### config.mk
export PLATFORM = sky130hd
export DESIGN_NAME = uart_rx_fifo_p
export DESIGN_NICKNAME = d
export VERILOG_FILES = /design/src/rtl/uart_rx_fifo_p.sv
export SDC_FILE = /design/constraint.sdc
export NUM_CORES = 1
export LEC_CHECK = 0
export CAP_MARGIN = 20
export CORE_MARGIN = 8
export CORE_UTILIZATION = 55
export DETAILED_ROUTE_END_ITERATION = 8
export PLACE_DENSITY = 0.84
export SETUP_SLACK_MARGIN = 0.05
export SLEW_MARGIN = 25
export SYNTH_ARGS = -nofsm -noshare
export SYNTH_HDL_FRONTEND = slang
export SYNTH_SLANG_ARGS = --single-unit
### constraint.sdc
create_clock -name clk -period 7.1 [get_ports clk]
set_input_delay 0.71 -clock clk [delete_from_list [all_inputs] [get_ports clk]]
set_output_delay 0.71 -clock clk [all_outputs]
set_load 0.01 [all_outputs]
### src/rtl/uart_rx_fifo_p.sv
// UART receive channel: runtime baud divisor, 16x oversampling, 5-8 data bits,
// optional parity, 1/2 stop bits, FWFT FIFO with per-character error flags.
module uart_rx_fifo_p #(
  parameter int unsigned DIV_W      = 16,
  parameter int unsigned OVS        = 16,
  parameter int unsigned FIFO_DEPTH = 8,
  parameter int unsigned CNT_W      = 4
) (
  input  logic             clk,
  input  logic             rst,
  input  logic [DIV_W-1:0] baud_div,
  input  logic [1:0]       data_len,
  input  logic [1:0]       prty_sel,
  input  logic             stop_sel,
  input  logic             rx_in,
  output logic             rd_valid,
  input  logic             rd_ready,
  output logic [7:0]       rd_data,
  output logic             rd_err_prty,
  output logic             rd_err_frame,
  output logic [CNT_W-1:0] fifo_count,
  output logic             overflow,
  input  logic             clr_ovf,
  output logic             break_det
);

  localparam int unsigned TC_W = $clog2(OVS);
  localparam int unsigned AW   = $clog2(FIFO_DEPTH);
  localparam logic [TC_W-1:0]  TC_HALF = TC_W'(OVS / 2 - 1);
  localparam logic [TC_W-1:0]  TC_LAST = TC_W'(OVS - 1);
  localparam logic [CNT_W-1:0] CNT_FULL = CNT_W'(FIFO_DEPTH);

  typedef enum logic [2:0] {IDLE, START, DATA, PARITY, STOP1, STOP2} state_t;

  state_t state, state_n;

  logic             sync1, rxs, rxs_q;
  logic [DIV_W-1:0] div_cnt, div_lat;
  logic [TC_W-1:0]  tc;
  logic [2:0]       bc;
  logic [1:0]       len_l, prty_l;
  logic             stop_l;
  logic [7:0]       data_r;
  logic             par_bit, ef, wait_high;
  logic             push_pend, brk_pend;
  logic [9:0]       push_word;

  logic tick, start_det, sample, last_bit, par_en, par_odd, finish, ef_n, pe_n;

  always_ff @(posedge clk) begin
    if (rst) begin
      sync1 <= 1'b1;
      rxs   <= 1'b1;
      rxs_q <= 1'b1;
    end else begin
      sync1 <= rx_in;
      rxs   <= sync1;
      rxs_q <= rxs;
    end
  end

  assign start_det = (state == IDLE) && !wait_high && rxs_q && !rxs;
  assign tick      = (state != IDLE) && (div_cnt == div_lat);
  assign par_en    = (prty_l == 2'b01) || (prty_l == 2'b10);
  assign par_odd   = (prty_l == 2'b01);
  assign sample    = tick && (tc == ((state == START) ? TC_HALF : TC_LAST));
  assign last_bit  = (bc == ({1'b0, len_l} + 3'd4));
  assign ef_n      = ef | !rxs;
  assign pe_n      = par_en && ((^data_r ^ par_bit) != par_odd);

  // Divisor is re-latched only at wrap so a baud_div change never truncates a tick period
  always_ff @(posedge clk) begin
    if (rst) begin
      div_cnt <= '0;
      div_lat <= '0;
    end else if (state == IDLE || tick) begin
      div_cnt <= '0;
      div_lat <= baud_div;
    end else begin
      div_cnt <= div_cnt + DIV_W'(1);
    end
  end

  always_comb begin
    state_n = state;
    finish  = 1'b0;
    case (state)
      IDLE:   if (start_det) state_n = START;
      START:  if (sample) state_n = rxs ? IDLE : DATA;
      DATA:   if (sample && last_bit) state_n = par_en ? PARITY : STOP1;
      PARITY: if (sample) state_n = STOP1;
      STOP1:
        if (sample) begin
          if (stop_l) begin
            state_n = STOP2;
          end else begin
            state_n = IDLE;
            finish  = 1'b1;
          end
        end
      STOP2:
        if (sample) begin
          state_n = IDLE;
          finish  = 1'b1;
        end
      default: state_n = IDLE;
    endcase
  end

  always_ff @(posedge clk) begin
    if (rst) begin
      state     <= IDLE;
      tc        <= '0;
      bc        <= '0;
      len_l     <= '0;
      prty_l    <= '0;
      stop_l    <= 1'b0;
      data_r    <= '0;
      par_bit   <= 1'b0;
      ef        <= 1'b0;
      wait_high <= 1'b0;
      push_pend <= 1'b0;
      brk_pend  <= 1'b0;
      push_word <= '0;
    end else begin
      state     <= state_n;
      push_pend <= finish;
      brk_pend  <= finish && (data_r == 8'h00) && ef_n && !par_bit;
      if (start_det) begin
        len_l   <= data_len;
        prty_l  <= prty_sel;
        stop_l  <= stop_sel;
        tc      <= '0;
        bc      <= '0;
        data_r  <= '0;
        par_bit <= 1'b0;
        ef      <= 1'b0;
      end else if (tick) begin
        // Restarting tc at the start-bit midpoint puts every later sample mid-bit
        tc <= sample ? '0 : tc + TC_W'(1);
      end
      if (sample) begin
        case (state)
          DATA: begin
            data_r[bc] <= rxs;
            bc         <= bc + 3'd1;
          end
          PARITY: par_bit <= rxs;
          STOP1, STOP2: if (!rxs) ef <= 1'b1;
          default: ;
        endcase
      end
      if (finish) begin
        push_word <= {ef_n, pe_n, data_r};
        wait_high <= ef_n;
      end else if (state == IDLE && rxs) begin
        wait_high <= 1'b0;
      end
    end
  end

  logic [9:0]       mem [FIFO_DEPTH];
  logic [AW-1:0]    wr_ptr, rd_ptr;
  logic [CNT_W-1:0] count;
  logic             pop, full, push_ok, drop;
  logic [9:0]       head;

  assign rd_valid = (count != '0);
  assign pop      = rd_valid && rd_ready;
  assign full     = (count == CNT_FULL);
  assign push_ok  = push_pend && (!full || pop);
  assign drop     = push_pend && full && !pop;
  assign head     = mem[rd_ptr];

  always_ff @(posedge clk) begin
    if (push_ok) mem[wr_ptr] <= push_word;
  end

  always_ff @(posedge clk) begin
    if (rst) begin
      wr_ptr   <= '0;
      rd_ptr   <= '0;
      count    <= '0;
      overflow <= 1'b0;
    end else begin
      if (push_ok) wr_ptr <= wr_ptr + AW'(1);
      if (pop)     rd_ptr <= rd_ptr + AW'(1);
      case ({push_ok, pop})
        2'b10:   count <= count + CNT_W'(1);
        2'b01:   count <= count - CNT_W'(1);
        default: count <= count;
      endcase
      if (drop)         overflow <= 1'b1;
      else if (clr_ovf) overflow <= 1'b0;
    end
  end

  assign fifo_count   = count;
  assign rd_data      = rd_valid ? head[7:0] : 8'h00;
  assign rd_err_prty  = rd_valid && head[8];
  assign rd_err_frame = rd_valid && head[9];
  assign break_det    = brk_pend;

endmodule
# Yosys cells after proc, flatten, opt, wreduce, memory -nomap -nowiden
# Memory sizes are Yosys's and may differ from the RTL's. A register that Yosys moved wholly into a read port is not among the register bits.
# Index checks and enable logic that the tools add are counted.
# classes
n_addsub,8
order_cmp,2
n_eq_ne,20
muxes,43
bitwise_logic,2
reduce_logical,38
# op_table
operator,count
two-way mux 8 bit,5
two-way mux 3 bit,13
logical AND 1 bit,18
case mux 3 bit (6 select lines),1
two-way mux 1 bit,17
"adder 16 x 1 -> 16 bit, second input constant",1
equality test 16 bit,1
"!= test 2 bit, second input constant",6
"adder 3 x 1 -> 3 bit, second input constant",3
"adder 4 x 1 -> 4 bit, second input constant",2
bitwise mux 8 bit,1
zero test 8 bit,1
two-way mux 4 bit,2
case mux 4 bit (2 select lines),1
parity 8 bit,1
"equality test 3 x 2 -> 1 bit, second input constant",2
"equality test 3 bit, second input constant",2
AND reduction 6 bit,1
nonzero test 2 bit,3
OR reduction 2 bit,3
zero test 1 bit,5
"equality test 2 x 1 -> 1 bit, second input constant",2
"equality test 2 bit, second input constant",2
equality test 4 bit,1
17 further kinds,19
# word_totals
ff_bits,84
ram_bits,80
inputBits,26
out_inout_bits,17
word_cells,136
memories,1
# memory_table
memory,depth,word_bits,read_ports,rd_clocked_by_memory_dff,write_ports,line_no,source
mem,8,10,1,1,1,162,logic [9:0] mem [FIFO_DEPTH];

# Logic depth before layout (Yosys ltp)
# Gate-level depths: netlist of run 1.
# depth
depth_word,9
ltp_mapped,10
ltp_nobuf,10

# Least setup slack after synthesis of run 1
# OpenSTA, ideal clock, no wires.
# synth_path
kind,input to register
start,input rd_ready
end,"register count[3], in the netlist fifo_count[3]"
arrival_ns,2.497
t_required_ns,7.030
setup_slack_ns,4.532
cell_stages,10
path_buffers,0
cell_sequence,inv_1 a31oi_1 inv_1 ha_1 ha_1 a21o_1 a21oi_1 xnor2_1 or3_1 a21oi_1
# synth_via
elab_chain_len,5
elab_cells_between_ends,7
# synth_lines
element,line_no,source
"start, declared",17,"input logic rd_ready,"
logical AND 1 bit (*),169,assign pop = rd_valid && rd_ready;
logical OR 1 bit,171,assign push_ok = push_pend && (!full || pop);
logical AND 1 bit,171,
equality test 2 x 1 -> 1 bit / equality test 2 bit (equally long branches),188,"case ({push_ok, pop})"
case mux 4 bit (2 select lines) / nonzero test 2 bit (equally long branches),n/a,
"end signal, assigned",189,2'b10: count <= count + CNT_W'(1);
"end signal, assigned",190,2'b01: count <= count - CNT_W'(1);
"end signal, assigned",191,default: count <= count;
"end, declared",164,logic [CNT_W-1:0] count;
# Every way passes the cells marked *; elsewhere a longest branch is shown, timed or not.
# A chain may end at the register's enable or synchronous reset.

==> results of run 1 <==
==> layer usage <==
| layer | vias to the layer above | GRT usage | wire [microns] |
|---|---|---|---|
| li1 | 2361 | - | - |
| met3 | 21 | 0.0419 | 622 |
| met5 | - | 0 | 0 |
| met2 | 116 | 0.298 | 7550 |
| met1 | 2389 | 0.202 | 6160 |
| met4 | 0 | 0.0721 | 235 |
==> path summary, 6_finish.rpt <==
path,from,endpoint,cells after the start
worst max-delay path,flop,rd_data[2],4
worst min-delay path,sync1$_SDFF_PP1_,rxs$_SDFF_PP1_,1
worst max register to register,fifo_count[0]$_SDFFE_PP0P_,fifo_count[3]$_SDFFE_PP0P_,10
worst min register to register,sync1$_SDFF_PP1_,rxs$_SDFF_PP1_,1
==> report_power, final <==
part | total, mW | switching (mW) | leakage (nW) | internal (mW)
clock | 0.933 | 0.379 | 0.283 | 0.554
combinational | 0.0845 | 0.0481 | 0.959 | 0.0363
sequential | 1.02 | 0.0105 | 1.45 | 1.01
==> flip-flops by register name, summed over array words and instances (netlist names), 2 cells and up, named ones only <==
name	count
mem	80
div_cnt	16
div_lat	16
push_word	10
data_r	8
fifo_count	4
tc	4
bc	3
rd_ptr	3
state	3
wr_ptr	3
len_l	2
prty_l	2
==> metrics by stage <==
step	area, sq um	setup slack (ns)	cells	hold slack, ns
final	8460	3.92	850	0.421
after global routing	8460	3.76	850	0.444
after CTS	8450	3.87	849	0.428
after detailed placement	7850	3.81	817	0.404
after global placement	7850	3.93	817	0.402
after floorplan	7340	4.53	631	0.389
==> cells in the mapped netlist, drive strengths merged <==
cell,instances
dfxtp,87
edfxtp,80
nor2,54
nand2,52
a21oi,48
xnor2,32
o21ai,26
nand4,23
inv,20
mux2i,20
mux4,20
buf,18
clkbuf,18
nand3,16
ha,13
nor3,12
nand2b,11
o31ai,11
xor2,10
nor4,7
and3,6
or3,6
or2,5
a31oi,4
and4,4
nand4b,4
nor3b,4
nor2b,3
o211ai,3
a211oi,1
a21boi,1
a21o,1
a311oi,1
a41oi,1
and2,1
fa,1
nand3b,1
nor4b,1
o2111ai,1
o221a,1
or4,1
or4b,1
xnor3,1
==> area by class of cell <==
type,count,share of cell area
well taps,176,0.0260
multi-input cells,408,0.351
flip-flops and latches,167,0.490
repair buffers,47,0.0540
inverters,20,0.00887
clock buffers,17,0.0503
clock inverters,15,0.0207
==> cell families (layout without fill, tap and decap cells) <==
logic type | after synthesis | after routing | share of synthesized area
xor gates and xnor gates | 43 | 43 | 0.0542
AOI/OAI and AO/OA | 99 | 99 | 0.0790
adders and majority gates | 14 | 14 | 0.0249
buffers and inverters | 56 | 99 | 0.0334
and+or+nand+nor | 212 | 212 | 0.155
muxes | 40 | 40 | 0.0887
DFF | 167 | 167 | 0.565
==> flow_metrics.env, run 1 <==
export IMPL_first_iter_violations=277
export IMPL_wl_per_cell_microns=17.1
export IMPL_path_max_fanout=20
export IMPL_vdd_drop_max_mv=0.234
export IMPL_hp_class="reg2reg"
export IMPL_drive_gt1_frac=0.116
export IMPL_setup_tns_ns=0
export IMPL_final_cell_mix="87 x dfxtp_1, 80 x edfxtp_1, 53 x nor2_1, 51 x nand2_1, 47 x a21oi_1"
export IMPL_n_antenna_cell=0
export IMPL_power_mw=2.04
export IMPL_vias=4887
export IMPL_postCtsHoldBufs=0
export IMPL_fmaxAchievable_mhz=315
export IMPL_die_height_microns=132
export IMPL_nets=701
export IMPL_area_delta_synth_final_pct=15.4
export IMPL_route_detailed_drc=0
export IMPL_synth_ff_latch_count=167
export IMPL_grt_max_degree=61
export IMPL_post_dp_hpwl_microns=9750
export IMPL_cts_sinks=167
export IMPL_clockRootBuffer="clkbuf_16"
export IMPL_worstMarginPinSlew_ns=0.925
export IMPL_numPortBuffers=42
export IMPL_initial_core_util=0.558
export IMPL_fin_crit_ns=3.18
export IMPL_antenna_found_initial=0
export IMPL_cpPeakStageDelay_ns=0.91
export IMPL_yosys_area_top_type="edfxtp_1"
export IMPL_max_cap_violations=0
export IMPL_cts_tree="yes"
export IMPL_slew_headroom=0.381
export IMPL_worstSkewPairLatency_ns=0.43
export IMPL_arrival_ns=2.47
export IMPL_worstSetupPathType="reg2out"
export IMPL_crit_chain="mux4_2, mux2i_1, nor2_1, clkdlybuf4s50_1"
export IMPL_critPathCaptureType="primary output"
export IMPL_drt_pass1_iterations=5
export IMPL_syn_cell_area_sq_mm=0.00734
export IMPL_cts_setup_buffers=0
export IMPL_die_area_sq_mm=0.0173
export IMPL_powerDensity_mw_per_mm2=241
export IMPL_grt_pass1_wl_microns=24500
export IMPL_totalWireLength_microns=14600
export IMPL_synth_cell_type_count=58
export IMPL_setup_violations=0
export IMPL_cp_num_buf_inv=1
export IMPL_rows=42
export IMPL_fin_crit_sh=0.447
export IMPL_core_sq_mm=0.0131
export IMPL_grt_remaining_overflow=0
export IMPL_slowest_stage="dfxtp_1"
export IMPL_clkSlewWorstSetupHoldPaths_ns=0.06
export IMPL_seq_area_frac_synth=0.565
export IMPL_netlist_area_leader_share=0.327
export IMPL_startpoint_type="flop"
export IMPL_grt_pass1_vias=5019
export IMPL_track_usage=0.173
export IMPL_die_width_microns=132
export IMPL_required_ns=6.39
export IMPL_final_max_slew_viol_count=0
export IMPL_finish_utilization=0.644
export IMPL_drtAntennaViolNets=0
export IMPL_numCtsBuffers=17
export IMPL_synth_fp_nets=671
export IMPL_cts_buffer_depth=2
export IMPL_hold_viol_final=0
export IMPL_place_gp_congestion=0.864
export IMPL_syn_inst=631
export IMPL_yosys_top_cells_area="edfxtp_1 33%, dfxtp_1 24%, mux4_2 6.1%"
export IMPL_yosysWarnings=0
export IMPL_layout_commonest_cell="dfxtp_1"
export IMPL_routed_via_density=5.75
export IMPL_htree_levels=4
export IMPL_avgSynthCellArea_sq_um=11.6
export IMPL_p_leak_nw=2.69
export IMPL_seqCellArea_sq_mm=0.00414
export IMPL_post_cts_resized=0
export IMPL_multi_input_area_sq_mm=0.00297
export IMPL_rsz0062_at_grt="false"
export IMPL_run_status="complete, no violations"
export IMPL_finClkSkew_ns=0.00640
export IMPL_design_portCount=43
export IMPL_rrSetupSlack_ns=4.43
export IMPL_fill_cells=966
export IMPL_cp_top_family="flip-flops"
(Power assumes the default switching activity.)
==> inputs of run 2 (changes only) <==
- CORE_UTILIZATION: 55 -> 54
- PLACE_DENSITY: 0.84 -> 0.86
- clock period: 7.1 -> 2.9 ns (I/O delays scaled with it)
==> run 2 against run 1 <==
Combinational power increased by 140%. Clock skew grew 0.0060 ns. Sequential power increased by 150%. Largest cell class unchanged. Highest routed layer unchanged.
==> flow_metrics.env, run 2 (same netlist as run 1, synthesis figures left out) <==
export IMPL_hp_start="rst"
export IMPL_slew_headroom=0.489
export IMPL_arrival_ns=2.36
export IMPL_postCtsHoldBufs=0
export IMPL_totalWireLength_microns=15500
export IMPL_place_gp_congestion=0.840
export IMPL_run_status="complete, no violations"
export IMPL_die_area_sq_mm=0.0176
export IMPL_rrSetupSlack_ns=0.45
export IMPL_nets=714
export IMPL_max_cap_violations=0
export IMPL_first_iter_violations=383
export IMPL_grt_pass1_wl_microns=25700
export IMPL_numPortBuffers=42
export IMPL_r2r_cells=10
export IMPL_post_cts_resized=0
export IMPL_cts_buffer_depth=2
export IMPL_vias=5063
export IMPL_grt_remaining_overflow=0
export IMPL_drt_pass1_iterations=5
export IMPL_dp_slack_ns=0.250
export IMPL_critPathCaptureType="primary output"
export IMPL_holdPathEnd="data_r[1]$_SDFF_PP0_"
export IMPL_cts_tree="yes"
export IMPL_initial_core_util=0.554
export IMPL_final_cell_mix="87 x dfxtp_1, 80 x edfxtp_1, 53 x nor2_1, 51 x nand2_1, 47 x a21oi_1"
export IMPL_core_sq_mm=0.0132
export IMPL_worstSkewPairLatency_ns=0.43
export IMPL_layout_setup_ws_ns=0.247
export IMPL_worstSetupPathType="reg2out"
export IMPL_finClkSkew_ns=0.0124
export IMPL_required_ns=2.61
export IMPL_fill_cells=1001
export IMPL_p_leak_nw=2.74
export IMPL_largest_register_ffs=80
export IMPL_path_max_fanout=20
export IMPL_timing_rr_end="fifo_count[3]$_SDFFE_PP0P_"
export IMPL_r2r_start="fifo_count[0]$_SDFFE_PP0P_"
export IMPL_route_detailed_drc=0
export IMPL_final_max_slew_viol_count=0
export IMPL_clkSlewWorstSetupHoldPaths_ns=0.07
export IMPL_drtAntennaViolNets=0
export IMPL_hold_depth=4
export IMPL_cts_sinks=167
export IMPL_hp_class="in2reg"
export IMPL_n_antenna_cell=0
export IMPL_grt_pass1_vias=5195
export IMPL_antenna_found_initial=0
export IMPL_fin_crit_ns=2.65
export IMPL_fin_crit_sh=0.915
export IMPL_setup_violations=0
export IMPL_worstMarginPinSlew_ns=0.765
export IMPL_die_width_microns=133
export IMPL_die_height_microns=133
export IMPL_vdd_drop_max_mv=0.391
export IMPL_reg_top3="mem: 80 flops, div_cnt: 16 flops, div_lat: 16 flops"
export IMPL_drive_gt1_frac=0.128
export IMPL_grt_max_degree=60
export IMPL_fmaxAchievable_mhz=377
export IMPL_rows=42
export IMPL_routed_via_density=5.87
export IMPL_cts_setup_buffers=0
export IMPL_rsz0062_at_grt="false"
export IMPL_layout_commonest_cell="dfxtp_1"
export IMPL_powerDensity_mw_per_mm2=575
export IMPL_design_portCount=43
export IMPL_startpoint_type="flop"
export IMPL_setup_tns_ns=0
export IMPL_seqCellArea_sq_mm=0.00414
export IMPL_track_usage=0.183
export IMPL_numCtsBuffers=17
export IMPL_htree_levels=4
export IMPL_post_dp_hpwl_microns=10400
export IMPL_hold_viol_final=0
export IMPL_wl_per_cell_microns=18.0
export IMPL_multi_input_area_sq_mm=0.00296
export IMPL_clockRootBuffer="clkbuf_16"
export IMPL_area_delta_synth_final_pct=16.2
export IMPL_top_register="mem"
## run 2: cell count changes in the layout (fill, tap and decap cells not counted), sizes merged
cell,before,now
buf,6,19
clkinv,4,5
bufinv,3,2
clkbuf,17,18
clkinvlp,4,2
## run 2: stage by stage
stage / util / cell area (sq um) / std cells / hold WS, ns / power (mW)
2_1_floorplan: - / 7340 / 631 / 0.389 / 2.69
3_3_place_gp: 0.600 / 7940 / 831 / 0.409 / 2.74
3_5_place_dp: 0.600 / 7940 / 831 / 0.406 / 2.75
4_1_cts: 0.643 / 8520 / 862 / 0.371 / 4.92
5_1_grt: 0.644 / 8530 / 862 / 0.300 / 5.05
6_report: 0.644 / 8530 / 862 / 0.287 / 4.91
## run 2: how the worst max path moves through the flow
stage / from / end / cells after the start
floorplan: fifo_count[0]$_SDFFE_PP0P_ / fifo_count[3]$_SDFFE_PP0P_ / 9
global placement: rd_ready / fifo_count[3]$_SDFFE_PP0P_ / 11
detailed placement: rd_ready / fifo_count[3]$_SDFFE_PP0P_ / 11
CTS: flop / rd_data[7] / 5
global route: flop / rd_data[0] / 5
finish: flop / rd_data[7] / 5
## run 2: metal layers
metal	GRT usage	vias to the layer above	wire length, microns
li1	-	2399	-
met1	0.205	2443	6210
met2	0.320	188	8120
met3	0.0481	33	813
met4	0.0839	0	397
met5	0	-	0
## run 2: final cells by class
class	count	area share
clock buffers	18	0.0503
clock inverters	13	0.0173
inverters	20	0.00880
multi-input cells	408	0.347
flip-flops and latches	167	0.486
well taps	176	0.0258
repair buffers	60	0.0650
## run 2: power breakdown
part           internal (mW)  switching [mW]
sequential              2.47          0.0248
clock                   1.27           0.927
combinational         0.0892           0.118
total                   3.84            1.07
## run 2: worst max-delay path: stages (launching register included)
cell	delay, ns
dfxtp_1	0.32
buf_6	0.27
mux4_2	0.56
mux2i_1	0.22
nor2_1	0.07
clkdlybuf4s50_1	0.48
==> inputs of run 3 (changes only) <==
- CORE_UTILIZATION: 54 -> 55
- PLACE_DENSITY: 0.86 -> 0.84
- clock period: 2.9 -> 2.58 ns (I/O delays scaled with it)
==> run 3 against run 2 <==
Hold slack got worse by 0.039 ns. Total power rose by 8.4%. Via count rose by 0.53%. Critical path type unchanged. Critical endpoint is now rd_data[0]. Highest routed layer unchanged.
==> flow_metrics.env, run 3 (same netlist as run 1, synthesis figures left out) <==
export IMPL_crit_chain="buf_12, mux4_2, mux2i_2, nor2_1, clkdlybuf4s50_1"
export IMPL_rows=42
export IMPL_layout_commonest_cell="dfxtp_1"
export IMPL_antenna_found_initial=0
export IMPL_path_max_fanout=10
export IMPL_cp_num_buf_inv=2
export IMPL_worstMarginPinSlew_ns=0.740
export IMPL_top_register="mem"
export IMPL_dp_slack_ns=-0.0207
export IMPL_vdd_drop_max_mv=0.551
export IMPL_first_iter_violations=394
export IMPL_powerDensity_mw_per_mm2=619
export IMPL_clkSlewWorstSetupHoldPaths_ns=0.06
export IMPL_fin_crit_sh=0.952
export IMPL_die_area_sq_mm=0.0173
export IMPL_worstSetupPathType="reg2out"
export IMPL_clockPowerShare=0.427
export IMPL_hp_class="in2reg"
export IMPL_rsz0062_at_grt="true"
export IMPL_fmaxAchievable_mhz=407
export IMPL_hold_viol_final=0
export IMPL_finClkSkew_ns=0.00818
export IMPL_setup_tns_ns=0
export IMPL_area_delta_synth_final_pct=17.1
export IMPL_switching_share=0.226
export IMPL_largest_register_ffs=80
export IMPL_numCtsBuffers=17
export IMPL_combPwrFrac=0.045
export IMPL_cpPeakStageDelay_ns=0.52
export IMPL_grt_remaining_overflow=0
export IMPL_nets=722
export IMPL_postCtsHoldBufs=0
export IMPL_grt_pass1_wl_microns=25100
export IMPL_initial_core_util=0.558
export IMPL_p_leak_nw=2.92
export IMPL_cp_top_family="multiplexers"
export IMPL_dpl_cell_area_sq_mm=0.00801
export IMPL_place_gp_congestion=0.841
export IMPL_track_usage=0.179
export IMPL_die_width_microns=132
export IMPL_layout_setup_ws_ns=0.123
export IMPL_core_sq_mm=0.0131
export IMPL_die_height_microns=132
export IMPL_max_cap_violations=0
export IMPL_slowest_stage="mux4_2"
export IMPL_cts_sinks=167
export IMPL_p_seq_frac=0.528
export IMPL_power_switching_mw=1.20
export IMPL_drt_pass1_iterations=5
export IMPL_grt_pass1_vias=5028
export IMPL_arrival_ns=2.20
export IMPL_reg_top3="mem: 80 flops, div_cnt: 16 flops, div_lat: 16 flops"
export IMPL_routed_via_density=5.84
export IMPL_design_portCount=43
export IMPL_grt_max_degree=40
export IMPL_drtAntennaViolNets=0
export IMPL_startpoint_type="flop"
export IMPL_run_status="complete, no violations"
export IMPL_vias=5090
export IMPL_clockRootBuffer="clkbuf_16"
export IMPL_required_ns=2.32
export IMPL_cts_setup_buffers=0
export IMPL_setup_violations=0
export IMPL_htree_levels=4
export IMPL_numPortBuffers=42
export IMPL_cts_tree="yes"
export IMPL_totalWireLength_microns=15400
export IMPL_p_int_mw=4.12
export IMPL_cts_buffer_depth=2
export IMPL_wl_per_cell_microns=17.7
export IMPL_final_max_slew_viol_count=0
export IMPL_final_cell_mix="86 x dfxtp_1, 80 x edfxtp_1, 52 x nor2_1, 51 x nand2_1, 48 x a21oi_1"
export IMPL_final_area_sq_mm=0.00859
export IMPL_post_dp_hpwl_microns=10100
export IMPL_critPathCaptureType="primary output"
export IMPL_route_detailed_drc=0
export IMPL_fin_crit_ns=2.46
export IMPL_slew_headroom=0.506
export IMPL_worstSkewPairLatency_ns=0.42
export IMPL_n_antenna_cell=0
export IMPL_drive_gt1_frac=0.142
[run 3: path summary, 6_finish.rpt]
path / depth (start not counted) / slack (ns) / to / start
max reg2reg: 10 / 0.19 / fifo_count[3]$_SDFFE_PP0P_ / fifo_count[0]$_SDFFE_PP0P_
max: 5 / 0.12 / rd_data[0] / flop
min: 2 / 0.25 / stop_l$_SDFFE_PP0P_ / rst
min reg2reg: 1 / 0.42 / rxs$_SDFF_PP1_ / sync1$_SDFF_PP1_
[run 3: worst register-to-register path, cell delays in order (launching register included)]
cell	delay [ns]
dfxtp_1	0.45
nor3_1	0.12
a31oi_1	0.24
inv_1	0.11
ha_1	0.25
ha_1	0.29
a21o_1	0.18
a21oi_1	0.16
xnor2_1	0.09
or3_1	0.30
a21oi_1	0.14
[run 3: per-layer routing]
layer,wire (microns),track usage
met4,202,0.0600
met5,0,0
met2,7880,0.305
met3,722,0.0469
met1,6580,0.215
[run 3: power by group through the flow]
| stage | registers, mW | clock network, mW | logic [mW] |
|---|---|---|---|
| 6_report | 2.81 | 2.27 | 0.242 |
| 5_1_grt | 2.81 | 2.42 | 0.263 |
| 4_1_cts | 2.81 | 2.30 | 0.239 |
| 3_5_place_dp | 2.86 | 0 | 0.238 |
| 3_3_place_gp | 2.86 | 0 | 0.229 |
| 2_1_floorplan | 2.85 | 0 | 0.165 |
[run 3: cell type report]
class | count | area, sq um
Sequential cell | 167 | 4150
Timing Repair Buffer | 68 | 661
Fill cell | 966 | 4540
Tap cell | 176 | 220
Clock inverter | 14 | 103
Inverter | 20 | 75.1
Multi-Input combinational cell | 408 | 2960
Clock buffer | 18 | 429
[run 3: through the flow]
step | total power [mW] | hold slack (ns) | util | std cells
2_1_floorplan | 3.02 | 0.362 | - | 631
3_3_place_gp | 3.09 | 0.401 | 0.610 | 838
3_5_place_dp | 3.10 | 0.412 | 0.610 | 838
4_1_cts | 5.34 | 0.234 | 0.650 | 870
5_1_grt | 5.49 | 0.241 | 0.654 | 871
6_report | 5.32 | 0.249 | 0.654 | 871
[run 3: repair_timing]
action / CTS / global route
gates resized for setup: 0 / 10
endpoints found under the setup margin: 2 / 10
gates cloned: 0 / 1
pin swaps: 0 / 0
